<file path="src/rtl/uart_image_loader.sv">
// ----------------------------------------------------------------------------
// uart_image_loader
//
// Receives 8N1 UART bytes from a host PC and writes them, in arrival order, as
// 8-bit grayscale pixels into the write port of the image memory. A load is
// armed by a one-cycle start pulse and completes after IMAGE_SIZE good bytes.
//
// Parameters
//   CLK_FREQ    clock frequency in Hz
//   BAUD        UART bit rate; CPB = CLK_FREQ / BAUD clocks per bit
//   ADDR_WIDTH  pixel address width (matches the image memory)
//   IMAGE_SIZE  pixels per image
//
// Ports
//   clk_i        system clock
//   rst_ni       asynchronous active-low reset
//   start_i      one-cycle pulse that arms a new image load
//   rx_i         UART serial input, idle high, asynchronous to clk_i
//   wr_en_o      one-cycle image memory write strobe
//   wr_addr_o    pixel address, valid with wr_en_o (held between strobes)
//   wr_data_o    pixel byte, valid with wr_en_o (held between strobes)
//   busy_o       high while a load is in progress
//   done_o       sticky: IMAGE_SIZE bytes have been written
//   frame_err_o  sticky: a byte with a bad stop bit arrived during this load
// ----------------------------------------------------------------------------
module uart_image_loader #(
    parameter int CLK_FREQ   = 50_000_000,
    parameter int BAUD       = 115200,
    parameter int ADDR_WIDTH = 18,
    parameter int IMAGE_SIZE = 65536
) (
    input  logic                  clk_i,
    input  logic                  rst_ni,
    input  logic                  start_i,
    input  logic                  rx_i,
    output logic                  wr_en_o,
    output logic [ADDR_WIDTH-1:0] wr_addr_o,
    output logic [7:0]            wr_data_o,
    output logic                  busy_o,
    output logic                  done_o,
    output logic                  frame_err_o
);

    localparam int CPB = CLK_FREQ / BAUD;
    localparam int TW  = (CPB > 1) ? $clog2(CPB + 1) : 1;

    localparam logic [TW-1:0]         BIT_LAST  = TW'(CPB - 1);
    localparam logic [TW-1:0]         HALF_LAST = TW'(CPB / 2 - 1);
    localparam logic [ADDR_WIDTH-1:0] LAST_PIX  = ADDR_WIDTH'(IMAGE_SIZE - 1);

    // ------------------------------------------------------------------
    // rx synchronizer. A third stage keeps the previous synchronized value
    // so the idle state can look for a genuine falling edge; a line that
    // is still low after a bad stop bit must not retrigger a frame.
    // ------------------------------------------------------------------
    logic rx_meta_q;
    logic rx_s_q;
    logic rx_prev_q;

    always_ff @(posedge clk_i or negedge rst_ni) begin
        if (!rst_ni) begin
            rx_meta_q <= 1'b1;
            rx_s_q    <= 1'b1;
            rx_prev_q <= 1'b1;
        end else begin
            rx_meta_q <= rx_i;
            rx_s_q    <= rx_meta_q;
            rx_prev_q <= rx_s_q;
        end
    end

    // ------------------------------------------------------------------
    // Receiver FSM
    // ------------------------------------------------------------------
    typedef enum logic [1:0] {
        RX_IDLE,
        RX_START,
        RX_DATA,
        RX_STOP
    } rx_state_t;

    rx_state_t     rx_state_q;
    logic [TW-1:0] timer_q;
    logic [TW-1:0] timer_d;
    logic [2:0]    bit_idx_q;
    logic [7:0]    shift_q;

    logic bit_tick;
    logic stop_tick;
    logic byte_valid;
    logic stop_bad;

    assign timer_d   = timer_q + 1'b1;
    assign bit_tick  = (timer_q == BIT_LAST);
    assign stop_tick = (rx_state_q == RX_STOP) && bit_tick;

    // Byte outcome is decoded in the stop-sample cycle itself so the loader
    // can register the write strobe on that same edge.
    assign byte_valid = stop_tick &&  rx_s_q;
    assign stop_bad   = stop_tick && !rx_s_q;

    always_ff @(posedge clk_i or negedge rst_ni) begin
        if (!rst_ni) begin
            rx_state_q <= RX_IDLE;
            timer_q    <= '0;
            bit_idx_q  <= '0;
            shift_q    <= '0;
        end else begin
            case (rx_state_q)
                RX_IDLE: begin
                    timer_q <= '0;
                    if (rx_prev_q && !rx_s_q) begin
                        rx_state_q <= RX_START;
                    end
                end
                RX_START: begin
                    if (timer_q == HALF_LAST) begin
                        timer_q   <= '0;
                        bit_idx_q <= '0;
                        // Line back high at mid start bit: treat as noise.
                        rx_state_q <= rx_s_q ? RX_IDLE : RX_DATA;
                    end else begin
                        timer_q <= timer_d;
                    end
                end
                RX_DATA: begin
                    if (bit_tick) begin
                        timer_q <= '0;
                        // LSB arrives first, so shift in from the top.
                        shift_q <= {rx_s_q, shift_q[7:1]};
                        if (bit_idx_q == 3'd7) begin
                            rx_state_q <= RX_STOP;
                        end else begin
                            bit_idx_q <= bit_idx_q + 3'd1;
                        end
                    end else begin
                        timer_q <= timer_d;
                    end
                end
                RX_STOP: begin
                    if (bit_tick) begin
                        timer_q    <= '0;
                        rx_state_q <= RX_IDLE;
                    end else begin
                        timer_q <= timer_d;
                    end
                end
                default: begin
                    rx_state_q <= RX_IDLE;
                    timer_q    <= '0;
                end
            endcase
        end
    end

    // ------------------------------------------------------------------
    // Loader FSM with registered outputs
    // ------------------------------------------------------------------
    typedef enum logic [1:0] {
        LD_IDLE,
        LD_LOAD,
        LD_DONE
    } ld_state_t;

    ld_state_t             ld_state_q;
    logic [ADDR_WIDTH-1:0] counter_q;
    logic [ADDR_WIDTH-1:0] counter_d;
    logic                  last_q;
    logic                  wr_en_q;
    logic [ADDR_WIDTH-1:0] wr_addr_q;
    logic [7:0]            wr_data_q;
    logic                  busy_q;
    logic                  done_q;
    logic                  frame_err_q;

    assign counter_d = counter_q + 1'b1;

    always_ff @(posedge clk_i or negedge rst_ni) begin
        if (!rst_ni) begin
            ld_state_q  <= LD_IDLE;
            counter_q   <= '0;
            last_q      <= 1'b0;
            wr_en_q     <= 1'b0;
            wr_addr_q   <= '0;
            wr_data_q   <= '0;
            busy_q      <= 1'b0;
            done_q      <= 1'b0;
            frame_err_q <= 1'b0;
        end else begin
            wr_en_q <= 1'b0;
            case (ld_state_q)
                LD_IDLE, LD_DONE: begin
                    if (start_i) begin
                        ld_state_q  <= LD_LOAD;
                        counter_q   <= '0;
                        last_q      <= 1'b0;
                        busy_q      <= 1'b1;
                        done_q      <= 1'b0;
                        frame_err_q <= 1'b0;
                    end
                end
                LD_LOAD: begin
                    if (last_q) begin
                        // Final pixel was strobed last cycle; finish now.
                        ld_state_q <= LD_DONE;
                        last_q     <= 1'b0;
                        busy_q     <= 1'b0;
                        done_q     <= 1'b1;
                    end else begin
                        if (byte_valid) begin
                            wr_en_q   <= 1'b1;
                            wr_addr_q <= counter_q;
                            wr_data_q <= shift_q;
                            // Counter parks on the last pixel instead of wrapping.
                            if (counter_q == LAST_PIX) begin
                                last_q <= 1'b1;
                            end else begin
                                counter_q <= counter_d;
                            end
                        end
                        if (stop_bad) begin
                            frame_err_q <= 1'b1;
                        end
                    end
                end
                default: begin
                    ld_state_q <= LD_IDLE;
                end
            endcase
        end
    end

    assign wr_en_o     = wr_en_q;
    assign wr_addr_o   = wr_addr_q;
    assign wr_data_o   = wr_data_q;
    assign busy_o      = busy_q;
    assign done_o      = done_q;
    assign frame_err_o = frame_err_q;

endmodule
</file>
<file path="config.mk">
export PLATFORM = sky130hd
export DESIGN_NAME = uart_image_loader
export DESIGN_NICKNAME = d
export VERILOG_FILES = /design/src/rtl/uart_image_loader.sv
export SDC_FILE = /design/constraint.sdc
export NUM_CORES = 1
export LEC_CHECK = 0
export ABC_AREA = 1
export CAP_MARGIN = 20
export CORE_MARGIN = 5
export CORE_UTILIZATION = 61
export CTS_CLUSTER_SIZE = 28
export DETAILED_ROUTE_END_ITERATION = 6
export MAX_ROUTING_LAYER = met4
export PLACE_DENSITY_LB_ADDON = 0.12
export SLEW_MARGIN = 20
export SYNTH_ARGS = -nofsm -noshare
export SYNTH_HDL_FRONTEND = slang
export SYNTH_SLANG_ARGS = --single-unit
</file>
<file path="constraint.sdc">
create_clock -name clk_i -period 4 [get_ports clk_i]
set_input_delay 0.4 -clock clk_i [delete_from_list [all_inputs] [get_ports clk_i]]
set_output_delay 0.4 -clock clk_i [all_outputs]
set_load 0.02 [all_outputs]
</file>
==> impl_metrics.yaml, run 1 <==
outcome:
  status: "finished, final reports clean"
power:
  switching_share_pct: 33.5
  seq_power_share_pct: 48.6
  cellLeakagePower_nw: 2.01
  p_int_w: 0.00125
  switching_power_w: 0.000630
  pwr-share-clk_pct: 32.1
  power_frac_comb_pct: 19.3
  power.density_nw_per_um2: 447
  vdd_drop_max_uv: 376
sta:
  fin_hold_ws_ns: 0.175
  finalMaxSlewViolations: 0
  slew_headroom_pct: 39.0
  period_needed_ns: 2.25
  finalSetupTns_ns: 0
  setup_violations: 0
  timing.final.ws_setup_ns: 1.75
  fin_skew_ns: 0.0108
  hold_viol: 0
  rsz0062_at_grt: "no"
  fin_crit_sh_pct: 56.1
  fmax_mhz: 445
  max_slew.worst_pin.slew_ns: 0.914
final_layout:
  final_common_cell: "nand2_1"
  syn_to_final_growth_pct: 15.9
  nNetsFinal: 501
  fin_area_um2: 4210
  n_fill_cell: 462
  n_antenna_cell: 0
  final_cell_mix: "nand2_1, dfrtp_1, nor2_1, inv_1, o21ai_0"
  drive_gt1_share_pct: 7.46
floorplan:
  start_util_pct: 62.1
  die_w_um: 87.2
  dieArea_um2: 7600
  ios: 34
  row_count: 28
  die_h_um: 87.2
  core-area_um2: 5850
clock_tree:
  clkTransAtPathRegs_ns: 0.09
  hold_buffers: 0
  postCtsSetupBuffers: 0
  clk_latency_ns: 0.35
  cts.sinks: 76
  clock-root-buffer: "clkbuf_8"
  cts_buffer_depth: 2
  cts_buffers: 9
  cts-htree-levels: 3
  post_cts_resized: 0
  cts_tree: "done"
placed_design:
  port_buffers: 33
  place_hpwl_um: 5060
  placed_cell_area_um2: 4000
  finalWeightedCongestion: 0.874
  pre_cts_ws_ns: 1.78
grt:
  track_usage_pct: 22.6
  first_global_vias: 2888
  grt_start_max_net_pins: 77
  overflow: 0
  grt_pass1_wl_um: 13200
  antenna_found_initial: 0
drt:
  avgRoutedWirePerCell_um: 12.9
  drtIter0Drc: 236
  viasPerCell: 5.27
  drtPass1Iterations: 4
  vias: 3009
  drt-total-wl_um: 7360
  ant_nets: 0
  post-route-drc-count: 0
logic_synthesis:
  syn_nets: 466
  yosysWarningCount: 0
  yosys-top-cells-area: "dfrtp_1, nand2_1, o21ai_0"
  synth_top_cell_by_area: "dfrtp_1"
  synth-seq-cells: 76
  ys_seq_area_share_pct: 52.4
  syn_area_per_cell_um2: 7.97
  synth_top_area_share_pct: 50.3
  synth_cell_type_count: 31
  syn_area_um2: 3630
  postSynthCellCount: 456
setup_path:
  slowest_delay_ns: 0.43
  r2r_slack_ns: 1.75
  r2r_start: "ld_state_q[0]"
  critPathArrivalTime_ns: 2.53
  worstSetupEndpointType: "flop"
  cp_top_family: "simple AND/OR/NAND/NOR gates"
  critPathKind: "reg -> reg"
  critPathRequiredTime_ns: 4.29
  crit_path_max_fanout: 28
  path_buf_inv: 3
  crit_chain: "inv_2, nor2_4, inv_2, nor2_1, nand3_2, inv_1, nand2_1, nand2_1"
  ff2ff_path_depth: 8
  slowest_stage: "dfrtp_1"
  rr_endpoint: "wr_addr_o[2]"
  worstSetupStartpointType: "flop"
run:
  drv_cap: 0
worst_hold_path:
  hold_path_class: "in -> async"
worst reg2reg max path, cell delays in order, from the launching register on:
cell	delay, ns
dfrtp_1	0.43
inv_2	0.07
nor2_4	0.34
inv_2	0.17
nor2_1	0.15
nand3_2	0.42
inv_1	0.43
nand2_1	0.10
nand2_1	0.07
cell type report:
class,instances,area [µm²],area share (%)
inverter,46,173,4.10
tap,75,93.8,2.23
sequential,76,1910,45.3
multi-input combinational,324,1500,35.5
clock buffer,9,124,2.94
clock inverter,7,82.6,1.96
timing repair buffer,34,335,7.96
cell families (layout without fill, tap and decap cells):
logic type	count (synthesis)	in the layout	share of synthesized area (%)
DFF	76	76	52.4
AOI/OAI and AO/OA	57	57	8.23
adders and majority gates	6	6	2.07
buffers and inverters	56	96	6.37
xor gates and xnor gates	4	4	0.964
and+or+nand+nor	257	257	29.9
flip-flops by register name, summed over array words and instances (netlist names), 2 cells and up, named ones only:
name,cells
shift_q,8
counter_q,18
ld_state_q,2
wr_data_o,8
wr_addr_o,18
timer_q,9
bit_idx_q,3
power by group through the flow:
stage          Sequential (W)  Clock [W]  Combinational (W)
2_1_floorplan        0.000911          0           0.000280
3_3_place_gp         0.000921          0           0.000344
3_5_place_dp         0.000924          0           0.000360
4_1_cts              0.000912   0.000615           0.000366
5_1_grt              0.000927   0.000651           0.000426
6_report             0.000913   0.000604           0.000363
routing by layer:
| metal | vias to the layer above | GRT usage, % | wire length, µm |
|---|---|---|---|
| li1 | 1514 | - | - |
| met1 | 1407 | 30.5 | 3480 |
| met2 | 80 | 34.4 | 3400 |
| met3 | 8 | 4.82 | 386 |
| met4 | 0 | 7.53 | 93 |
| met5 | - | - | 0 |
through the flow:
step / instances / power (W) / util [%]
floorplan: 456 / 0.00119 / -
global placement: 555 / 0.00126 / 68.4
detailed placement: 555 / 0.00128 / 68.4
CTS: 571 / 0.00189 / 72.0
global route: 571 / 0.00200 / 72.0
finish: 571 / 0.00188 / 72.0
worst max path at each step:
stage               endpoint  depth (start not counted)  slack [ns]           from
2_1_floorplan   counter_q[5]                         12        2.40   counter_q[0]
6_report        wr_addr_o[2]                          8        1.75  ld_state_q[0]
3_3_place_gp   wr_addr_o[13]                          8        1.89  ld_state_q[0]
5_1_grt         wr_data_o[0]                         10        1.48     timer_q[1]
4_1_cts         wr_addr_o[2]                         10        1.74     timer_q[1]
3_5_place_dp    wr_addr_o[2]                          8        1.78  ld_state_q[0]
cells in the mapped netlist (all sizes together):
cell type	number
nand3	32
xor2	3
nor2	49
nand3b	2
ha	6
o21ai	42
a21oi	14
buf	7
clkbuf	3
o21a	1
dfstp	3
nand4	5
or2	1
xnor2	1
nand2	161
nor3	7
dfrtp	73
inv	46
(Power assumes the default switching activity.)
==> run 2: changes to the inputs <==
Settings changed: CORE_UTILIZATION 61 to 57.
Clock period 4 ns to 2.25 ns, I/O delays scaled along.
==> run 2 against run 1 <==
  * Clock skew up 0.0012 ns
  * Final cell count up 1.2%
  * Via count up 0.66%
  * Clock power up 94%
  * Largest cell class unchanged
  * Highest routed layer unchanged
  * Critical path depth up 2
  * Count of clock-buffer cells in the layout up 2
  * Global-route usage down 1.2 points
  * Worst setup slack worse by 1.5 ns
  * Sequential power up 77%
  * Non-clock buffer count up 5
==> impl_metrics.yaml, run 2 (synthesized netlist as in run 1, its figures left out) <==
outcome:
  status: "finished, final reports clean"
placed_design:
  finalWeightedCongestion: 0.888
  port_buffers: 33
  place_inst: 561
  place_hpwl_um: 5400
clock_tree:
  cts_buffers: 9
  cts.sinks: 76
  clkTransAtPathRegs_ns: 0.08
  cts_tree: "done"
  cts_buffer_depth: 2
  cts-htree-levels: 3
  post_cts_resized: 0
  clk_latency_ns: 0.34
  clock-root-buffer: "clkbuf_8"
floorplan:
  row_count: 29
  start_util_pct: 57.9
  die_w_um: 89.8
  core-area_um2: 6280
  die_h_um: 89.8
  ios: 34
  dieArea_um2: 8070
worst_hold_path:
  hold_path_class: "in -> reg"
  hp-start: "rx_i"
sta:
  fin_crit_sh_pct: 87.2
  period_needed_ns: 1.96
  fmax_mhz: 510
  setup_violations: 0
  slew_headroom_pct: 61.1
  fin_skew_ns: 0.0119
  rsz0062_at_grt: "no"
  finalMaxSlewViolations: 0
  finalSetupTns_ns: 0
  max_slew.worst_pin.slew_ns: 0.584
  hold_viol: 0
final_layout:
  ff_latch_area_um2: 1910
  syn_to_final_growth_pct: 17.9
  drive_gt1_share_pct: 7.98
  n_antenna_cell: 0
  multiInputGateArea_um2: 1500
  final_common_cell: "nand2_1"
  fin_cells: 578
  final_cell_mix: "nand2_1, dfrtp_1, nor2_1, inv_1, o21ai_0"
  nNetsFinal: 506
  n_fill_cell: 528
grt:
  grt_pass1_wl_um: 14000
  grt_use_met2_pct: 32.6
  busiest_layer: "met2"
  track_usage_pct: 21.4
  first_global_vias: 2974
  grt_start_max_net_pins: 46
  overflow: 0
  met3_usage_pct: 4.01
  antenna_found_initial: 0
  grtUsageMet1_pct: 28.1
drt:
  drtIter0Drc: 153
  avgRoutedWirePerCell_um: 13.5
  post-route-drc-count: 0
  viasPerCell: 5.24
  drt-total-wl_um: 7790
  vias: 3029
  drtPass1Iterations: 4
  ant_nets: 0
run:
  drv_cap: 0
setup_path:
  worstSetupStartpoint: "timer_q[1]"
  r2r_start: "timer_q[1]"
  critPathArrivalTime_ns: 2.18
  critPathRequiredTime_ns: 2.47
  worstSetupEndpointType: "flop"
  r2r_slack_ns: 0.29
  critPathKind: "reg -> reg"
  worstSetupStartpointType: "flop"
  crit_path_max_fanout: 20
power:
  cellLeakagePower_nw: 2.05
  pwr-share-clk_pct: 34.0
  switching_power_w: 0.00107
  p_int_w: 0.00237
  vdd_drop_max_uv: 497
  switching_share_pct: 31.2
  seq_power_share_pct: 47.0
  power.density_nw_per_um2: 803
  power_frac_comb_pct: 19.0
## run 2: changes by cell type in the layout (fill, tap and decap cells not counted), sizes merged
cell         delta
buf             +4
clkbuf          +2
inv             -2
bufinv          +1
clkinv          -1
dlygate4sd3     +1
## run 2: final cells by class
cell class	instances	share of cell area, %
clock buffer	11	3.30
sequential	76	44.5
timing repair buffer	39	9.05
inverter	46	4.03
multi-input combinational	324	34.9
tap	77	2.25
clock inverter	5	1.96
## run 2: worst max-delay path: stages, from the launching register on
cell and delay, ns:
dfrtp_1 0.40, inv_1 0.09, ha_1 0.14, nand2_1 0.06
nor2_2 0.15, nand2_1 0.15, nor2_2 0.15, nand3_2 0.23
buf_4 0.29, nand2_1 0.09, o21ai_0 0.09
## run 2: layer usage
metal	vias up	routed length (µm)
li1	1520	-
met1	1425	3590
met2	73	3710
met3	11	377
met4	0	124
met5	-	0
## run 2: worst paths after layout
kind	endpoint	cells past startpoint
worst max register to register	wr_data_o[6]	10
worst min register to register	rx_s_q	0
worst max-delay path	wr_data_o[6]	10
worst min-delay path	rx_meta_q	1
max in group asynchronous	wr_addr_o[3]	3
min in group asynchronous	wr_data_o[3]	2
## run 2: what timing repair did
| action | in CTS | in global routing |
|---|---|---|
| hold endpoints to repair | 41 | 0 |
| setup endpoints to repair | 0 | 0 |
| hold buffers | 1 | 0 |
| buffers inserted | 0 | 0 |
## run 2: power by group through the flow
stage	Sequential [W]	Combinational (W)	Clock, W
2_1_floorplan	0.00162	0.000498	0
3_3_place_gp	0.00164	0.000633	0
3_5_place_dp	0.00164	0.000651	0
4_1_cts	0.00162	0.000657	0.00119
5_1_grt	0.00164	0.000761	0.00125
6_report	0.00162	0.000654	0.00117
## run 2: stage by stage
stage / worst slack, ns / cell area [µm²] / total power [W] / utilization (%) / hold slack, ns
final: 0.289 / 4280 / 0.00344 / 68.2 / 0.302
after detailed placement: 0.319 / 4050 / 0.00230 / 64.5 / 0.266
after CTS: 0.295 / 4280 / 0.00346 / 68.2 / 0.297
after global routing: 0.129 / 4280 / 0.00365 / 68.2 / 0.291
after global placement: 0.383 / 4050 / 0.00227 / 64.5 / 0.258
after floorplan: 0.646 / 3630 / 0.00212 / - / -0.0706
==> run 3: changes to the inputs <==
Settings changed: CORE_MARGIN 5 to unset.
==> run 3 against run 2 <==
  * First-iteration DRC count up 56%
  * Final cell count fell by 0.35%
  * Largest cell class unchanged
  * Global-route usage up 5.4 points
  * Wire length decreased by 5.2%
  * Maximum frequency rose by 2.9%
  * Largest power group unchanged
  * Combinational power hardly changed
==> impl_metrics.yaml, run 3 (synthesized netlist as in run 1, its figures left out) <==
grt:
  first_global_vias: 2968
  grt_pass1_wl_um: 13100
  antenna_found_initial: 0
  overflow: 0
  track_usage_pct: 26.8
  grt_start_max_net_pins: 42
placed_design:
  place_inst: 559
  finalWeightedCongestion: 0.901
  place_hpwl_um: 5120
  port_buffers: 33
  placed_cell_area_um2: 4050
setup_path:
  critPathKind: "reg -> reg"
  worstSetupEndpointType: "flop"
  worstSetupStartpointType: "flop"
  critPathRequiredTime_ns: 2.50
  critPathArrivalTime_ns: 2.16
  crit_path_max_fanout: 19
floorplan:
  die_h_um: 81.8
  dieArea_um2: 6700
  ios: 34
  row_count: 28
  core-area_um2: 6030
  die_w_um: 81.8
  start_util_pct: 60.3
power:
  seq_power_share_pct: 48.1
  power_frac_comb_pct: 19.5
  switching_power_w: 0.00112
  cellLeakagePower_nw: 2.04
  power.density_nw_per_um2: 789
  p_int_w: 0.00224
  vdd_drop_max_uv: 585
  switching_share_pct: 33.4
  pwr-share-clk_pct: 32.4
sta:
  fmax_mhz: 525
  fin_crit_sh_pct: 84.7
  max_slew.worst_pin.slew_ns: 0.515
  fin_skew_ns: 0.00751
  setup_violations: 0
  hold_viol: 0
  period_needed_ns: 1.91
  rsz0062_at_grt: "no"
  slew_headroom_pct: 65.6
  finalMaxSlewViolations: 0
  finalSetupTns_ns: 0
clock_tree:
  cts_buffers: 9
  cts.sinks: 76
  clkTransAtPathRegs_ns: 0.08
  hold_buffers: 1
  postCtsSetupBuffers: 0
  cts_tree: "done"
  cts-htree-levels: 3
  clock-root-buffer: "clkbuf_8"
  clk_latency_ns: 0.36
  post_cts_resized: 0
  cts_buffer_depth: 2
drt:
  vias: 3058
  drt-total-wl_um: 7390
  avgRoutedWirePerCell_um: 12.8
  ant_nets: 0
  post-route-drc-count: 0
  drtIter0Drc: 238
  drtPass1Iterations: 4
  viasPerCell: 5.31
run:
  drv_cap: 0
final_layout:
  final_common_cell: "nand2_1"
  final_cell_mix: "nand2_1, dfrtp_1, nor2_1, inv_1, o21ai_0"
  n_fill_cell: 490
  n_antenna_cell: 0
  syn_to_final_growth_pct: 17.3
  drive_gt1_share_pct: 8.18
  nNetsFinal: 506
  fin_cells: 576
  fin_area_um2: 4260
worst_hold_path:
  hold_path_class: "in -> reg"
outcome:
  status: "finished, final reports clean"
run 3: changes by cell type in the layout (fill, tap and decap cells not counted):
cell / previous run / this run
inv_6: 1 / 3
bufinv_16: 2 / 1
clkbuf_1: 1 / 0
clkbuf_8: 10 / 9
inv_8: 0 / 1
run 3: critical path: stages, from the launching register on:
cell and delay, ns:
dfrtp_1 0.44, ha_1 0.25, nand2_1 0.13, nor2_2 0.06
nand2_2 0.13, inv_2 0.05, nand3_1 0.08, nand2_1 0.08
nand2_4 0.22, nand2_4 0.19, nand2_1 0.10, nand2_1 0.06
run 3: through the flow:
stage / utilization [%] / worst slack [ns] / total power, W / hold WS [ns]
2_1_floorplan: - / 0.646 / 0.00212 / -0.0706
3_3_place_gp: 67.2 / 0.383 / 0.00227 / 0.208
4_1_cts: 70.7 / 0.340 / 0.00338 / 0.265
3_5_place_dp: 67.2 / 0.354 / 0.00230 / 0.209
6_report: 70.7 / 0.344 / 0.00336 / 0.273
5_1_grt: 70.7 / 0.134 / 0.00357 / 0.280
run 3: final timing paths:
kind / slack, ns / end / cells past startpoint / startpoint
setup / recovery: 0.34 / counter_q[16] / 11 / counter_q[0]
hold / removal: 0.27 / rx_meta_q / 1 / rx_i
setup reg to reg: 0.34 / counter_q[16] / 11 / counter_q[0]
hold reg to reg: 0.36 / rx_s_q / 0 / rx_meta_q
max in group asynchronous: 1.33 / counter_q[4] / 3 / rst_ni
min in group asynchronous: 0.34 / shift_q[2] / 2 / rst_ni
run 3: cell type report:
| cell class | instances | area, µm² | area share [%] |
|---|---|---|---|
| clock buffer | 9 | 124 | 2.91 |
| clock inverter | 7 | 82.6 | 1.94 |
| inverter | 46 | 173 | 4.05 |
| multi-input combinational | 324 | 1500 | 35.1 |
| sequential | 76 | 1910 | 44.7 |
| tap | 75 | 93.8 | 2.20 |
| timing repair buffer | 39 | 388 | 9.10 |
run 3: routing by layer:
metal  routed length, µm  global-route usage [%]
met4                 166                    12.8
met1                3530                    34.0
met5                   0                       -
met2                3320                    41.5
met3                 369                    4.89
run 3: power by group through the flow:
stage	registers, W	logic [W]	clock network [W]
final	0.00162	0.000657	0.00109
after global routing	0.00164	0.000769	0.00116
after CTS	0.00162	0.000664	0.00110
after detailed placement	0.00164	0.000660	0
after global placement	0.00163	0.000641	0
after floorplan	0.00162	0.000498	0
